[src/rtl/core_pkg.sv]
// Package core_pkg
//   Shared core definitions used by fetch and decode.
//   XLEN             : architectural register/address width
//   INSTR_NOP        : canonical NOP encoding (addi x0,x0,0)
//   DEFAULT_RESET_PC : byte address fetched first after reset
//   fetch_entry_t    : record handed from fetch to decode, {pc, instr}
//   word_index()     : byte PC -> instruction-memory word index
package core_pkg;

  localparam int XLEN = 32;
  localparam logic [XLEN-1:0] INSTR_NOP        = 32'h0000_0013;
  localparam logic [XLEN-1:0] DEFAULT_RESET_PC = 32'h0000_0000;

  typedef struct packed {
    logic [XLEN-1:0] pc;
    logic [XLEN-1:0] instr;
  } fetch_entry_t;

  localparam int FETCH_ENTRY_W = $bits(fetch_entry_t);

  // The instruction memory is word addressed; the two byte-offset bits are dropped.
  function automatic logic [XLEN-1:0] word_index(input logic [XLEN-1:0] pc);
    return {2'b00, pc[XLEN-1:2]};
  endfunction

endpackage

[src/rtl/fetch_fifo.sv]
// Module fetch_fifo
//   Synchronous FIFO buffering fetched entries in front of decode.
//   Ports:
//     clk, rst_n : clock, asynchronous active-low reset
//     push, data : write data into the tail
//     pop        : drop the head entry
//     flush      : empty the FIFO; overrides push and pop
//     count      : number of valid entries (0..DEPTH)
//     head       : entry at the head (meaningful only while !empty)
//     full/empty : occupancy flags
//   DEPTH must be a power of two >= 2 so the pointers wrap naturally.
module fetch_fifo #(
  parameter int WIDTH = 64,
  parameter int DEPTH = 2,
  localparam int AW = $clog2(DEPTH),
  localparam int CW = AW + 1
) (
  input  logic             clk,
  input  logic             rst_n,
  input  logic             push,
  input  logic [WIDTH-1:0] data,
  input  logic             pop,
  input  logic             flush,
  output logic [CW-1:0]    count,
  output logic [WIDTH-1:0] head,
  output logic             full,
  output logic             empty
);

  logic [WIDTH-1:0] mem [DEPTH];
  logic [AW-1:0]    wr_ptr;
  logic [AW-1:0]    rd_ptr;
  logic             do_push;
  logic             do_pop;

  assign empty   = (count == '0);
  assign full    = (count == CW'(DEPTH));
  assign do_pop  = pop & ~empty;
  // A push into a full FIFO is only legal when the head leaves in the same cycle.
  assign do_push = push & (~full | do_pop);
  assign head    = mem[rd_ptr];

  always_ff @(posedge clk or negedge rst_n) begin
    if (!rst_n) begin
      wr_ptr <= '0;
      rd_ptr <= '0;
      count  <= '0;
    end else if (flush) begin
      wr_ptr <= '0;
      rd_ptr <= '0;
      count  <= '0;
    end else begin
      if (do_push) wr_ptr <= wr_ptr + AW'(1);
      if (do_pop)  rd_ptr <= rd_ptr + AW'(1);
      count <= count + CW'(do_push) - CW'(do_pop);
    end
  end

  // Storage needs no reset: entries are only observed after being written.
  always_ff @(posedge clk) begin
    if (do_push && !flush) mem[wr_ptr] <= data;
  end

endmodule

[src/rtl/instruction_fetch.sv]
// Module instruction_fetch
//   Fetch stage in front of a 1-cycle-latency instruction memory. Holds the
//   PC, drives the memory port, captures the returned word and hands
//   {pc, instr} to decode through a small output FIFO.
//   Ports:
//     clk, rst_n           : clock, asynchronous active-low reset
//     redirect_valid/_pc   : flush everything fetched and restart at redirect_pc
//     imem_ce/we/addr/d    : memory port (read only; addr is a word index)
//     imem_q               : read data, valid the cycle after the address with ce high
//     out_valid/ready      : handshake to decode
//     out_pc/out_instr     : head entry
//     fetch_fault          : sticky misaligned-redirect fault
//   Handshake: an entry transfers on every rising clk edge where out_valid and
//   out_ready are both 1 (and no redirect is present); while out_valid=1 and
//   out_ready=0 the head (out_pc/out_instr) is held stable. out_valid never
//   depends on out_ready.
//   Build option: define FETCH_MISALIGN_CHK_EN to halt on a misaligned redirect
//   and raise fetch_fault until the next aligned redirect; otherwise the low two
//   redirect bits are ignored and fetch_fault is constant 0.
module instruction_fetch
  import core_pkg::*;
#(
  parameter logic [31:0] RESET_PC   = DEFAULT_RESET_PC,
  parameter int          FIFO_DEPTH = 2
) (
  input  logic        clk,
  input  logic        rst_n,
  input  logic        redirect_valid,
  input  logic [31:0] redirect_pc,
  output logic        imem_ce,
  output logic        imem_we,
  output logic [31:0] imem_addr,
  output logic [31:0] imem_d,
  input  logic [31:0] imem_q,
  output logic        out_valid,
  input  logic        out_ready,
  output logic [31:0] out_pc,
  output logic [31:0] out_instr,
  output logic        fetch_fault
);

  localparam int CW = $clog2(FIFO_DEPTH) + 1;
  localparam int UW = CW + 1;

  logic [31:0]  pc_q;
  logic [31:0]  inflight_pc;
  logic         inflight_v;
  logic         halted;
  logic         misalign;
  logic [31:0]  redirect_target;
  logic         pop;
  logic         push;
  logic         issue;
  logic [UW-1:0] credit_used;
  logic [CW-1:0] fifo_count;
  logic         fifo_full;
  logic         fifo_empty;
  fetch_entry_t push_entry;
  fetch_entry_t head;
  logic         unused_bits;

`ifdef FETCH_MISALIGN_CHK_EN
  logic fault_q;

  assign misalign        = (redirect_pc[1:0] != 2'b00);
  assign redirect_target = redirect_pc;
  assign fetch_fault     = fault_q;

  // Each redirect re-evaluates the flags, so an aligned one clears them.
  always_ff @(posedge clk or negedge rst_n) begin
    if (!rst_n) begin
      halted  <= 1'b0;
      fault_q <= 1'b0;
    end else if (redirect_valid) begin
      halted  <= misalign;
      fault_q <= misalign;
    end
  end
`else
  assign misalign        = 1'b0;
  assign redirect_target = {redirect_pc[31:2], 2'b00};
  assign halted          = 1'b0;
  assign fetch_fault     = 1'b0;
`endif

  assign unused_bits = ^{redirect_pc[1:0], fifo_full, misalign};

  assign pop = out_valid & out_ready;

  // Credit: entries buffered plus the word in flight, minus the one leaving now,
  // must leave room for the word this issue will return.
  assign credit_used = UW'(fifo_count) + UW'(inflight_v) - UW'(pop);
  assign issue = ~redirect_valid & ~halted & (credit_used < UW'(FIFO_DEPTH));

  always_ff @(posedge clk or negedge rst_n) begin
    if (!rst_n) begin
      pc_q        <= RESET_PC;
      inflight_v  <= 1'b0;
      inflight_pc <= RESET_PC;
    end else if (redirect_valid) begin
      pc_q       <= redirect_target;
      inflight_v <= 1'b0;
    end else if (issue) begin
      pc_q        <= pc_q + 32'd4;
      inflight_v  <= 1'b1;
      inflight_pc <= pc_q;
    end else begin
      inflight_v <= 1'b0;
    end
  end

  // ce stays high in the capture cycle so the memory keeps driving q.
  assign imem_ce   = rst_n & (issue | inflight_v);
  assign imem_we   = 1'b0;
  assign imem_d    = '0;
  assign imem_addr = word_index(pc_q);

  assign push       = inflight_v & ~redirect_valid;
  assign push_entry = '{pc: inflight_pc, instr: imem_q};

  fetch_fifo #(
    .WIDTH (FETCH_ENTRY_W),
    .DEPTH (FIFO_DEPTH)
  ) u_fifo (
    .clk   (clk),
    .rst_n (rst_n),
    .push  (push),
    .data  (push_entry),
    .pop   (pop),
    .flush (redirect_valid),
    .count (fifo_count),
    .head  (head),
    .full  (fifo_full),
    .empty (fifo_empty)
  );

  assign out_valid = ~fifo_empty;
  assign out_pc    = head.pc;
  assign out_instr = fifo_empty ? INSTR_NOP : head.instr;

endmodule

[config.mk]
export PLATFORM = sky130hd
export DESIGN_NAME = instruction_fetch
export DESIGN_NICKNAME = d
export VERILOG_FILES = /design/src/rtl/core_pkg.sv /design/src/rtl/fetch_fifo.sv /design/src/rtl/instruction_fetch.sv
export SDC_FILE = /design/constraint.sdc
export NUM_CORES = 1
export LEC_CHECK = 0
export CAP_MARGIN = 10
export CORE_AREA = 2 2 137 139
export DETAILED_ROUTE_END_ITERATION = 10
export DIE_AREA = 0 0 139 141
export PLACE_DENSITY = 0.8
export SYNTH_ARGS = -nofsm -noshare
export SYNTH_HDL_FRONTEND = slang
export SYNTH_SLANG_ARGS = --single-unit
[constraint.sdc]
create_clock -name clk -period 4.65 [get_ports clk]
set_input_delay 0.93 -clock clk [delete_from_list [all_inputs] [get_ports clk]]
set_output_delay 0.93 -clock clk [all_outputs]
set_load 0.005 [all_outputs]
==> results of run 1 <==
report_power, final:
part	switching, mW	internal (mW)	total (mW)	leakage, nW
sequential	0.321	2.23	2.55	1.89
clock	0.599	0.801	1.40	0.276
combinational	0.578	0.869	1.45	1.52
final timing paths:
path,startpoint,end,slack [ns],cells after the start
max,out_ready,imem_ce,0.23,10
min,inflight_pc[8],u_fifo.mem[1][40],0.47,0
max reg2reg,u_fifo.count[1],pc_q[25],1.03,10
min reg2reg,inflight_pc[8],u_fifo.mem[1][40],0.47,0
max in group asynchronous,rst_n,u_fifo.rd_ptr,3.33,2
min in group asynchronous,rst_n,inflight_pc[9],0.72,2
Yosys cell counts (3+ instances only):
cell,number
inv_1,9
edfxtp_1,124
o31ai_1,15
buf_6,3
dfrtp_1,65
a31oi_1,17
or4_4,3
buf_1,7
nand2_1,31
mux2i_1,33
nor2_1,50
o21ai_0,14
nand3_1,17
xnor2_1,8
and2_1,3
ha_1,4
and3_1,3
and4_1,3
o211ai_1,4
clkbuf_1,18
mux2_2,57
buf_4,38
or4_1,19
nand4_1,4
xor2_1,4
metrics by stage:
stage,setup WS [ns],hold slack [ns],cells
3_5_place_dp,0.2363,0.4534,940
2_1_floorplan,0.1197,0.4366,605
6_report,0.2299,0.4693,972
4_1_cts,0.2224,0.4700,972
3_3_place_gp,0.2560,0.4424,940
5_1_grt,0.07738,0.4854,972
final cells by class:
class / instances / area (sq um)
Inverter: 9 / 33.78
Sequential cell: 189 / 5354
Fill cell: 1496 / 7981
Timing Repair Buffer: 168 / 1667
Clock inverter: 8 / 81.33
Multi-Input combinational cell: 340 / 2365
Clock buffer: 24 / 493.0
Tap cell: 234 / 292.8
registers in the layout, summed over array words and instances, names as in the netlist:
register,cells
pc_q,30
inflight_v,1
u_fifo.mem,124
u_fifo.wr_ptr,1
inflight_pc,30
u_fifo.count,2
u_fifo.rd_ptr,1
cells by family after synthesis:
logic type      share of synthesized area
compound gates                    0.04292
xor+xnor                          0.01514
fa+ha+maj                        0.008741
buf+inv                           0.05634
flops                              0.6674
mux                                0.1213
other cells                     0.0004678
simple gates                      0.08772
worst max-delay path, delay by kind of cell:
family / cells / cell delay, ns
adder cells (fa/ha/maj): 2 / 0.67
XOR/XNOR: 1 / 0.23
buffers and inverters: 3 / 1.08
AND/OR/NAND/NOR: 3 / 0.45
AO/OA/AOI/OAI: 1 / 0.12
layer usage:
layer | GRT usage | vias up
met5 | 0 | -
li1 | - | 2342
met4 | 0.06699 | 0
met2 | 0.2816 | 140
met3 | 0.02853 | 20
met1 | 0.2253 | 2478
==> flow_summary.toml, run 1 <==
[status]
outcome = "completed"

[synth]
yosysUniqueCellTypes = 37
synth_top_cell_area_share = 0.4645
ys.flop_type = "edfxtp_1"
syn_avg_cell_area_sq_um = 14.11
synthTopCellsByArea = "edfxtp_1, dfrtp_1, mux2_2"
synth_top_area_cell = "edfxtp_1"
synth-edff-count = 124
synth-async-reset-ratio = 0.3439
yosysSeqAreaShare = 0.6674
netlist_area_sq_um = 8016
yosys_warnings = 0
syn_inst = 568
ys_ff_latch = 189

[setup_path]
cp-end-kind = "output port"
crit_arrival_ns = 3.49
worstPathMaxFanout = 3
start_kind = "input pin"
crit_chain = "clkdlybuf4s50_1 > and2_1 > ha_1 > nand2b_1 > fa_1 > xnor2_1 > nand3_1 > inv_1 > o21a_1 > clkdlybuf4s50_1"
crit_top_cell = "clkdlybuf4s50_1"
critical_path_required_ns = 3.72
crit_path_max_incr_delay_ns = 0.50
slowest_stage = "clkdlybuf4s50_1"
crit_type = "in2out"

[clocking]
cts_tree = "yes"
clock_latency_ns = 0.42
cts.sinks = 189
clk_path_buf_depth = 2
cts_made_buffers = 17
root_buffer = "clkbuf_16"
cts-resized-gates = 0
h-tree-depth = 4
hold_buffers = 0
clk_pin_slew_worst_paths_ns = 0.07
cts_setup_buffers = 0

[detailed_routing]
dr_wl_met2_um = 8226
topRoutingLayerUsed = "met4"
vias_per_cell = 5.123
met1_length_um = 7248
routed-wl-met3_um = 638
wl_per_cell_um = 16.84
firstDrtPassIters = 4
drtIter0Drc = 288
dr_total_vias = 4980
routed_wl_um = 16370
final_antenna_net_count = 0
route.detailed.drc = 0

[floorplanning]
io_pins = 200
die-area_sq_um = 19600
row_count = 50
start_util = 0.4388
die-height_um = 141
die_w_um = 139
core-area_sq_um = 18270

[global_route]
grt_max_degree = 66
grt_pass1_vias = 4849
overflow = 0
antenna_found_initial = 0
grt_pass1_wl_um = 25840
grt_use_total = 0.1697

[final_layout]
final_common_cell = "clkdlybuf4s50_1"
fin_util = 0.5631
finish.instance_area_sq_um = 10290
final_cell_mix = "clkdlybuf4s50_1, edfxtp_1, dfrtp_1, mux2_2, nor2_1"
antennaDiodeCount = 0
drive_above_1_share = 0.1396
area_growth_pct = 28.31
fin_nets = 798

[placement]
dpl_cell_area_sq_um = 9712
hpwl_um = 10690
place_congestion = 0.7855
numPortBuffers = 159

[timing]
fin_skew_ns = 0.007691
tns_ns = 0
fmax_mhz = 226.2
worstMarginPinSlew_ns = 1.035
period_share = 0.9506
finalSetupViolCount = 0
slew_violations = 0
grt_setup_unrepaired = "no"
final-hold-violation-count = 0
relSlewSlack = 0.3102
fin_crit_ns = 4.420

[power_and_ir_drop]
power_mw = 5.398
p_leak_nw = 3.689
pwr_density_cell_nw_per_um2 = 524.8
ir_drop_v = 0.0002829

[run]
drv_cap = 0

[worst_hold_path]
worst_hold_path_type = "reg2reg"
Power figures use the tool's default switching activity.
==> inputs of run 2 (changes only) <==
Settings changed: GPL_ROUTABILITY_DRIVEN from default to 0.
==> results of run 2 <==
No change in the layout: final DEF, timing and power equal those of run 1.
